==> config.mk <==
export PLATFORM = sky130hd
export DESIGN_NAME = sprite_mover
export DESIGN_NICKNAME = d
export VERILOG_FILES = /design/src/rtl/sprite_pkg.sv /design/src/rtl/sprite_speed_ctrl.sv /design/src/rtl/sprite_mover.sv
export SDC_FILE = /design/constraint.sdc
export NUM_CORES = 1
export LEC_CHECK = 0
export ABC_AREA = 1
export BUFFER_PORTS_ARGS = -buffer_cell sky130_fd_sc_hd__buf_2
export CORE_MARGIN = 2
export CORE_UTILIZATION = 54
export CTS_BUF_LIST = sky130_fd_sc_hd__clkbuf_2
export DETAILED_ROUTE_END_ITERATION = 6
export PLACE_DENSITY = 0.79
export SYNTH_ARGS = -nofsm -noshare
export SYNTH_HDL_FRONTEND = slang
export SYNTH_HIERARCHICAL = 1
export SYNTH_SLANG_ARGS = --single-unit
==> constraint.sdc <==
create_clock -name frame_clk -period 5.1 [get_ports frame_clk]
set_clock_uncertainty 0.1 [all_clocks]
set_input_delay 0 -clock frame_clk [delete_from_list [all_inputs] [get_ports frame_clk]]
set_output_delay 0 -clock frame_clk [all_outputs]
set_load 0.01 [all_outputs]
==> src/rtl/sprite_pkg.sv <==
// Shared types and constants for the sprite mover: direction encoding,
// USB keycodes, edge-handling modes and keycode/direction helpers.
package sprite_pkg;

  typedef enum logic [2:0] {
    STOP  = 3'd0,
    UP    = 3'd1,
    DOWN  = 3'd2,
    LEFT  = 3'd3,
    RIGHT = 3'd4
  } dir_t;

  localparam logic [7:0] KEY_UP    = 8'h52;
  localparam logic [7:0] KEY_DOWN  = 8'h51;
  localparam logic [7:0] KEY_LEFT  = 8'h50;
  localparam logic [7:0] KEY_RIGHT = 8'h4F;
  localparam logic [7:0] KEY_STOP  = 8'h2C;

  localparam int EDGE_BOUNCE = 0;
  localparam int EDGE_STOP   = 1;
  localparam int EDGE_WRAP   = 2;

  typedef struct packed {
    logic hit;
    dir_t dir;
  } key_dec_t;

  function automatic key_dec_t key_decode(input logic [7:0] k);
    key_dec_t r;
    r.hit = 1'b1;
    r.dir = STOP;
    case (k)
      KEY_UP:    r.dir = UP;
      KEY_DOWN:  r.dir = DOWN;
      KEY_LEFT:  r.dir = LEFT;
      KEY_RIGHT: r.dir = RIGHT;
      KEY_STOP:  r.dir = STOP;
      default:   r.hit = 1'b0;
    endcase
    return r;
  endfunction

  function automatic dir_t dir_reverse(input dir_t d);
    dir_t r;
    case (d)
      UP:      r = DOWN;
      DOWN:    r = UP;
      LEFT:    r = RIGHT;
      RIGHT:   r = LEFT;
      default: r = STOP;
    endcase
    return r;
  endfunction

endpackage

==> src/rtl/sprite_speed_ctrl.sv <==
// Hold-to-accelerate speed control. speed_key_o is this frame's resolved
// speed (used combinationally by the mover); force_i reloads STEP next edge.
module sprite_speed_ctrl #(
  parameter int W            = 10,
  parameter int STEP         = 1,
  parameter int STEP_MAX     = 4,
  parameter int ACCEL_FRAMES = 8
) (
  input  logic         clk_i,
  input  logic         match_i,
  input  logic         chg_i,
  input  logic         force_i,
  output logic [W-1:0] speed_key_o,
  output logic [W-1:0] speed_o
);

  localparam logic [W-1:0] STEP_W     = W'(STEP);
  localparam logic [W-1:0] STEP_MAX_W = W'(STEP_MAX);
  localparam logic [7:0]   HOLD_LAST  = 8'(ACCEL_FRAMES - 1);

  logic [7:0]   hold_q, hold_d;
  logic [W-1:0] speed_q, speed_d;

  always_comb begin
    hold_d  = '0;
    speed_d = speed_q;
    if (chg_i) begin
      speed_d = STEP_W;
    end else if (match_i) begin
      if (hold_q == HOLD_LAST) begin
        speed_d = (speed_q >= STEP_MAX_W) ? STEP_MAX_W : speed_q + 1'b1;
      end else begin
        hold_d = hold_q + 8'd1;
      end
    end
  end

  assign speed_key_o = speed_d;
  assign speed_o     = speed_q;

  always_ff @(posedge clk_i) begin
    if (force_i) begin
      hold_q  <= '0;
      speed_q <= STEP_W;
    end else begin
      hold_q  <= hold_d;
      speed_q <= speed_d;
    end
  end

endmodule

==> src/rtl/sprite_mover.sv <==
// Keyboard-driven sprite position controller, one update per frame_clk edge.
// Optional SPRITE_BOUNCE_CNT_EN adds a saturating edge-event counter output.
module sprite_mover
  import sprite_pkg::*;
#(
  parameter int W            = 10,
  parameter int X_CENTER     = 300,
  parameter int Y_CENTER     = 250,
  parameter int X_MIN        = 50,
  parameter int X_MAX        = 600,
  parameter int Y_MIN        = 50,
  parameter int Y_MAX        = 400,
  parameter int SIZE         = 4,
  parameter int STEP         = 1,
  parameter int STEP_MAX     = 4,
  parameter int ACCEL_FRAMES = 8,
  parameter int EDGE_MODE    = 0
) (
  input  logic         frame_clk,
  input  logic         Reset,
  input  logic [7:0]   key,
  output logic [W-1:0] SpriteX,
  output logic [W-1:0] SpriteY,
  output logic [W-1:0] SpriteS,
  output dir_t         Dir,
  output logic [W-1:0] Speed
`ifdef SPRITE_BOUNCE_CNT_EN
  ,
  output logic [7:0]   BounceCnt
`endif
);

  localparam logic signed [W:0] X_MIN_S = signed'((W+1)'(X_MIN));
  localparam logic signed [W:0] X_MAX_S = signed'((W+1)'(X_MAX));
  localparam logic signed [W:0] Y_MIN_S = signed'((W+1)'(Y_MIN));
  localparam logic signed [W:0] Y_MAX_S = signed'((W+1)'(Y_MAX));
  localparam logic signed [W:0] SIZE_S  = signed'((W+1)'(SIZE));
  localparam logic signed [W:0] ONE_S   = signed'((W+1)'(1));

  logic [W-1:0] x_q, x_d, y_q, y_d;
  dir_t         dir_q, dir_d, key_dir;
  key_dec_t     kd;
  logic         key_match, key_chg, edge_stop, speed_force;
  logic [W-1:0] speed_key, speed_reg;

  logic              horiz, pos_inc, moving, hi_hit, lo_hit;
  logic signed [W:0] pos_s, spd_s, nxt_s, lo_s, hi_s, res_s;

  // Key stage: STOP==STOP is not a "match", so it never accelerates.
  assign kd          = key_decode(key);
  assign key_match   = kd.hit && (kd.dir == dir_q) && (dir_q != STOP);
  assign key_chg     = kd.hit && (kd.dir != dir_q);
  assign key_dir     = kd.hit ? kd.dir : dir_q;
  assign speed_force = Reset | edge_stop;

  sprite_speed_ctrl #(
    .W            (W),
    .STEP         (STEP),
    .STEP_MAX     (STEP_MAX),
    .ACCEL_FRAMES (ACCEL_FRAMES)
  ) u_speed (
    .clk_i       (frame_clk),
    .match_i     (key_match),
    .chg_i       (key_chg),
    .force_i     (speed_force),
    .speed_key_o (speed_key),
    .speed_o     (speed_reg)
  );

  // Move stage uses the key-stage direction and speed of the same frame.
  always_comb begin
    horiz     = (key_dir == LEFT) || (key_dir == RIGHT);
    pos_inc   = (key_dir == RIGHT) || (key_dir == DOWN);
    moving    = (key_dir != STOP);
    pos_s     = horiz ? {1'b0, x_q} : {1'b0, y_q};
    spd_s     = {1'b0, speed_key};
    lo_s      = horiz ? X_MIN_S : Y_MIN_S;
    hi_s      = horiz ? X_MAX_S : Y_MAX_S;
    nxt_s     = pos_inc ? pos_s + spd_s : pos_s - spd_s;
    hi_hit    = moving && pos_inc && (nxt_s + SIZE_S >= hi_s);
    lo_hit    = moving && !pos_inc && (nxt_s - SIZE_S <= lo_s);
    res_s     = nxt_s;
    dir_d     = key_dir;
    edge_stop = 1'b0;
    if (hi_hit || lo_hit) begin
      case (EDGE_MODE)
        EDGE_BOUNCE: begin
          res_s = hi_hit ? hi_s - SIZE_S : lo_s + SIZE_S;
          dir_d = dir_reverse(key_dir);
        end
        EDGE_STOP: begin
          res_s     = hi_hit ? hi_s - SIZE_S : lo_s + SIZE_S;
          dir_d     = STOP;
          edge_stop = 1'b1;
        end
        default: begin
          res_s = hi_hit ? lo_s + SIZE_S + ONE_S : hi_s - SIZE_S - ONE_S;
        end
      endcase
    end
    x_d = x_q;
    y_d = y_q;
    if (moving) begin
      if (horiz) x_d = res_s[W-1:0];
      else       y_d = res_s[W-1:0];
    end
  end

  always_ff @(posedge frame_clk) begin
    if (Reset) begin
      x_q   <= W'(X_CENTER);
      y_q   <= W'(Y_CENTER);
      dir_q <= STOP;
    end else begin
      x_q   <= x_d;
      y_q   <= y_d;
      dir_q <= dir_d;
    end
  end

  assign SpriteX = x_q;
  assign SpriteY = y_q;
  assign SpriteS = W'(SIZE);
  assign Dir     = dir_q;
  assign Speed   = speed_reg;

`ifdef SPRITE_BOUNCE_CNT_EN
  logic [7:0] bcnt_q;

  always_ff @(posedge frame_clk) begin
    if (Reset) begin
      bcnt_q <= '0;
    end else if ((hi_hit || lo_hit) && (bcnt_q != 8'hFF)) begin
      bcnt_q <= bcnt_q + 8'd1;
    end
  end

  assign BounceCnt = bcnt_q;
`endif

endmodule

Word level (Yosys, flattened, before mapping). Cells that the tools add are included.

Add/subtract/negate cells: 7. Magnitude comparators: 3. Eq/ne operators: 12. Multiplexer cells: 14. Bitwise operators: 2. Reductions and logical operators: 17.

Operator list (count): 10-bit 2-to-1 mux (8); 8-bit by 7-bit == test with 1-bit output (second input constant) (4); 3-bit case mux with 4 select lines (2); 10-bit by 10-bit adder with 11-bit output (1); 11-bit by 4-bit adder with 11-bit output (second input constant) (1); 11-bit >= comparator (1); 11-bit by 7-bit <= comparator with 1-bit output (second input constant) (1); 11-bit 2-to-1 mux (1); 10-bit by 10-bit subtractor with 11-bit output (1); 11-bit by 4-bit subtractor with 11-bit output (second input constant) (1); 10-bit by 1-bit adder with 10-bit output (second input constant) (1); 10-bit by 3-bit >= comparator with 1-bit output (second input constant) (1); 10-bit by 3-bit subtractor with 10-bit output (second input constant) (1); 8-bit by 1-bit adder with 8-bit output (second input constant) (1); 8-bit by 3-bit == test with 1-bit output (second input constant) (1); 8-bit by 6-bit == test with 1-bit output (second input constant) (1); 1-bit logical AND (7); 3-bit by 2-bit == test with 1-bit output (second input constant) (2); 3-bit 2-to-1 mux (2); 3-bit nonzero test (2); 5-bit OR reduction (1); 2-bit AND reduction (2); 4-bit OR reduction (1); 3-bit by 1-bit == test with 1-bit output (second input constant) (1); 7 further kinds (10).

Flip-flop bits (word level): 41. Input port bits: 10. Word-level logic and storage cells: 60.

Longest topological paths before layout.
Depth after elaboration: 14. Gate-level depth with buffers: 44. Mapped depth without buffers: 44.

Cells and area by module. Netlist, hierarchy kept.

Modules (own cells, without submodules): sprite_mover (times used 1, cells each 450, area each 2680.1 µm², seq. area each 460.4 µm²); sprite_speed_ctrl (times used 1, cells each 110, area each 850.8 µm², seq. area each 360.3 µm²).

Worst setup path before layout. OpenSTA, ideal clock, no wires.

Path kind: register to register. Start point: reg dir_q[2] (netlist: Dir[2]). End point: reg x_q[1] (netlist: SpriteX[1]). Arrival: 4888 ps. Data required time: 4886 ps. Path slack: -2 ps. Cell stages (with the launch flop): 39. Path buffers: 1. Clock period less this slack: 5102 ps. Path through: dfxtp_1 xor2_1 nand3_1 nor2_1 nand2_4 nor2_2 nand2_1 nand2_1 nand2_1 inv_1 inv_1 ha_1 nor2_1 xor2_1 inv_1 ha_1 a21oi_2 nand2_1 [... 3 more ...] ha_1 nand2_1 nor2_2 xor2_1 inv_1 ha_1 nand3_1 nor4b_1 a31oi_1 nand2_1 nand2_1 nand2_1 nand3_4 buf_6 nand2_1 nand2_1 o21bai_1 inv_1.

Cells in the longest elaborated chain, start to end: 12. Elaborated cells between the ends (all ways): 33. Classes of those cells: add/sub: 4; order compare: 2; eq/ne: 5; mux: 8; reduce/logical: 14.

Ends and longest elaborated chain: start: declaration (line sprite_mover.sv:41) `dir_t dir_q, dir_d, key_dir;`; start signal: assignment (line sprite_mover.sv:117) `dir_q <= dir_d;`; 3-bit == test (line sprite_mover.sv:51) `assign key_match = kd.hit && (kd.dir == dir_q) && (dir_q != STOP);`; 1-bit logical AND (line sprite_mover.sv:51); 1-bit logical AND (*) (line sprite_mover.sv:51); net key_match (line sprite_mover.sv:43) `logic key_match, key_chg, edge_stop, speed_force;`; 10-bit 2-to-1 mux (*) (line sprite_speed_ctrl.sv:29) `end else if (match_i) begin`; 10-bit 2-to-1 mux (*) (line sprite_speed_ctrl.sv:27) `if (chg_i) begin`; net speed_key[1] (line sprite_mover.sv:44) `logic [W-1:0] speed_key, speed_reg;`; 10-bit by 10-bit subtractor with 11-bit output or 10-bit by 10-bit adder with 11-bit output (tied branches) (line sprite_mover.sv:79) `nxt_s = pos_inc ? pos_s + spd_s : pos_s - spd_s;`; 11-bit 2-to-1 mux (*) (line sprite_mover.sv:79); 11-bit by 4-bit adder with 11-bit output or 11-bit by 4-bit subtractor with 11-bit output (tied branches) (line sprite_mover.sv:80, sprite_mover.sv:81); 11-bit >= comparator or 11-bit by 7-bit <= comparator with 1-bit output (tied branches) (line sprite_mover.sv:80, sprite_mover.sv:81); 1-bit logical AND (on tied branches) (line sprite_mover.sv:80, sprite_mover.sv:81); 10-bit 2-to-1 mux or 1-bit logical OR (tied branches) (line sprite_mover.sv:88, sprite_mover.sv:85); 10-bit 2-to-1 mux (*) (line sprite_mover.sv:85) `if (hi_hit || lo_hit) begin`; end signal: assignment (line sprite_mover.sv:111) `x_q <= W'(X_CENTER);`; end: declaration (line sprite_mover.sv:40) `logic [W-1:0] x_q, x_d, y_q, y_d;`.

Mark *: on every way through the listed nets, which the timed path passes. The rest lies on a longest branch. A chain may end at the register's enable or synchronous reset.

Final worst setup path.
Start point: reg dir_q[2] (netlist: Dir[2]). End point: reg y_q[8] (netlist: SpriteY[8]).

Cells in the longest elaborated chain, start to end: 12. Elaborated cells between the ends (all ways): 35. Classes of those cells: add/sub: 5; order compare: 2; eq/ne: 5; mux: 8; bitwise: 1; reduce/logical: 14.

Ends and longest elaborated chain: 3-bit == test (line sprite_mover.sv:51); 1-bit logical AND (line sprite_mover.sv:51); 1-bit logical AND (*) (line sprite_mover.sv:51); net key_match (line sprite_mover.sv:43); 10-bit 2-to-1 mux (*) (line sprite_speed_ctrl.sv:29); 10-bit 2-to-1 mux (*) (line sprite_speed_ctrl.sv:27); net speed_key[3] (line sprite_mover.sv:44); 10-bit by 10-bit subtractor with 11-bit output or 10-bit by 10-bit adder with 11-bit output (tied branches) (line sprite_mover.sv:79); 11-bit 2-to-1 mux (*) (line sprite_mover.sv:79); 11-bit by 4-bit adder with 11-bit output or 11-bit by 4-bit subtractor with 11-bit output (tied branches) (line sprite_mover.sv:80, sprite_mover.sv:81); 11-bit >= comparator or 11-bit by 7-bit <= comparator with 1-bit output (tied branches) (line sprite_mover.sv:80, sprite_mover.sv:81); 1-bit logical AND (on tied branches) (line sprite_mover.sv:80, sprite_mover.sv:81); 10-bit 2-to-1 mux or 1-bit logical OR (tied branches) (line sprite_mover.sv:88, sprite_mover.sv:85); 10-bit 2-to-1 mux (*) (line sprite_mover.sv:85); end signal: assignment (line sprite_mover.sv:112) `y_q <= W'(Y_CENTER);`; end signal: assignment (line sprite_mover.sv:116) `y_q <= y_d;`; end: declaration (line sprite_mover.sv:40).

Marks and branches as above.

==> qor.yml <==
area_growth_pct: 29.2
drc_errors: 0
wire_per_inst_um: 13.9
syn_avg_cell_area_um2: 6.31
clockBufferDepth: 2
synthSimpleGateAreaFrac_pct: 40.5
drtPass1Iterations: 6
cts-root-buf: "clkbuf_2"
slew_viol_final: 0
h-tree-depth: 2
yosys_register_bits: 41
critical_path_arrival_ns: 5.24
dieArea_um2: 7200
final_nets: 677
crit_path_end_kind: "flop"
numCtsBuffers: 5
grt_pass1_wl_mm: 15.7
dp.final_hpwl_mm: 7.41
min_path_type: "in -> reg"
place_congestion: 1.03
crit_slowest_cell: "dfxtp_2"
hold_viol: 0
synth-xor-area-share_pct: 4.68
p_leak_nw: 2.29
ir_worst_vdd_v: 0.000155
setup_violations: 0
numPortBuffers: 42
ys.flop_type: "dfxtp_1"
synth-edff-count: 0
grt_util_all_layers_pct: 26.5
critPathKind: "reg -> reg"
p_sw_share_pct: 39.1
grt_pass1_vias: 3567
power.switching_w: 0.000315
rsz0062_at_grt: "yes"
fin_util_pct: 71.8
avgViaCountPerCell: 5.43
synthAdderAreaFrac_pct: 8.01
path_max_fanout: 7
pwr-share-clk_pct: 19.7
synth_top_family_by_area: "simple AND/OR/NAND/NOR gates"
tritoncts: "done"
rows: 29
period_share_pct: 96.5
netlist_area_um2: 3530
antenna_found_initial: 0
grt_start_max_net_pins: 21
clk_pin_slew_ns: 0.27
max_slew_margin_pct: 66.1
drv_cap: 0
synth_compound_area_share_pct: 10.2
power.density_nw_per_um2: 177
status: "finished, final reports clean"
placedCellCount: 704
ys_warn_count: 6
cts_sinks: 41
routed_wl_mm: 10.0
yosysSeqAreaShare_pct: 23.2
io_pins: 53
die_y_um: 84.9
p_int_w: 0.000491
coreArea_um2: 6350
seqPwrFrac_pct: 40.9
ant_nets: 0
die_w_um: 84.9
crit_required_ns: 5.42
clk_latency_ns: 0.46
start_util_pct: 55.6
crit_path_max_incr_delay_ns: 0.40
async_flop_share_pct: 0
cp-start-kind: "flop"
yosys-mux-area-fraction_pct: 0
fin_cells: 723
overflow: 0
fin_crit_ns: 4.92
p_comb_share_pct: 39.4
antenna_cells: 0
drt-initial-drc-count: 278
ys_types: 43
worst_pin_slew_ns: 0.504
fmax_ghz: 0.203
layout-drive-gt1-share_pct: 33.3
num_vias: 3925
synth_cells: 560
==> worst max-delay path, delay by kind of cell (launching register included) <==
kind	cells	cell delay, ns
AND/OR/NAND/NOR	14	1.59
buffers and inverters	8	0.90
XOR/XNOR	4	0.70
adder cells (fa/ha/maj)	2	0.61
AO/OA/AOI/OAI	4	0.60
flip-flops	1	0.40
==> kinds of logic (layout without fill, tap and decap cells) <==
family / after synthesis / count (layout)
fa+ha+maj: 22 / 22
other cells: 2 / 10
xor+xnor: 18 / 18
simple gates: 302 / 303
buf+inv: 110 / 187
compound gates: 65 / 65
flops: 41 / 41
==> area by class of cell <==
cell class | count | area, µm²
well taps | 77 | 96.3
fillers | 476 | 1790
inverters | 91 | 350
clock buffers | 5 | 25.0
multi-input cells | 418 | 2670
flip-flops and latches | 41 | 827
repair buffers | 88 | 573
clock inverters | 3 | 17.5
==> registers in the layout (all words and copies together) (netlist names) <==
signal / count
Dir: 3
SpriteX: 10
SpriteY: 10
u_speed/hold_q: 8
u_speed/speed_o: 10
==> synth_stat cells (2+ instances only) <==
library cell  count  area (µm²)
dfxtp_1          41         821
nor2_4            2        22.5
a31oi_1           4        25.0
nor2_1           57         214
xor2_1           15         131
nor3_1           11        55.1
nand2_4           3        33.8
o21ai_1           3        15.0
nand2_1         131         492
a21oi_2           4        35.0
inv_2             4        15.0
o21ai_0          27         135
inv_1            85         319
or2_2             3        18.8
nand3_1          48         240
or2_0             2        12.5
nand2_2          10        62.6
xnor2_1           2        17.5
nand4_1          13        81.3
nand3b_1          2        15.0
nor2_2            7        43.8
ha_1             21         263
buf_4            10        75.1
o21bai_1          2        15.0
nor3b_1           3        22.5
conb_1            2        7.51
nand3_2           6        60.1
clkbuf_1          7        26.3
a21oi_1          21         105
==> through the flow <==
step / power (W) / instance area, µm² / worst slack (ns) / TNS, ns / hold slack [ns]
floorplan: 0.000507 / 3560 / 0.123 / 0 / 0.212
global placement: 0.000578 / 4020 / -0.0955 / -0.854 / 0.304
detailed placement: 0.000582 / 4020 / -0.238 / -3.73 / 0.305
CTS: 0.000744 / 4120 / 0.0245 / 0 / 0.0896
global route: 0.000846 / 4560 / -0.147 / -0.993 / 0.184
finish: 0.000806 / 4560 / 0.179 / 0 / 0.126
==> layout by cell type (no fill, tap or decap), types with 12 or more instances in the layout <==
cell type	instances
xor2_1	14
inv_1	75
o21ai_0	21
nor2_1	48
nand2_1	114
nor2_2	13
inv_2	12
nand4_1	13
buf_2	42
a21oi_1	18
nand3_2	14
buf_4	41
dfxtp_1	36
nand3_1	40
nand2_2	25
==> metal layers <==
metal	wire length (µm)	vias up	global-route usage [%]	part of all wire (%)
li1	-	1939	-	-
met1	4300	1785	33.8	43
met2	4840	164	45.0	48
met3	561	37	4.28	5.6
met4	351	0	10.2	3.5
met5	0	-	0	0
==> power groups by stage <==
stage               sequential [W]  combinational [W]  clock [W]
finish                    0.000329           0.000318   0.000159
global route              0.000330           0.000348   0.000168
CTS                       0.000329           0.000256   0.000159
detailed placement        0.000335           0.000247          0
global placement          0.000335           0.000243          0
floorplan                 0.000337           0.000170          0
==> path summary, 6_finish.rpt <==
kind	startpoint	to	slack, ns	cells after the start
setup reg to reg	Dir[2]	SpriteY[8]	0.18	32
setup / recovery	Dir[2]	SpriteY[8]	0.18	32
hold reg to reg	u_speed/hold_q[7]	u_speed/hold_q[7]	0.41	2
hold / removal	key[3]	Dir[0]	0.13	7
==> timing repair <==
item / CTS / global route
endpoints found under the hold margin: 19 / 0
cloned: 1 / 0
gates resized for setup: 8 / 93
hold buffers: 1 / 0
pin swaps: 4 / 40
setup buffers: 0 / 10
setup endpoints to repair: 20 / 23
No activity file was read; power rests on OpenSTA's default activity.
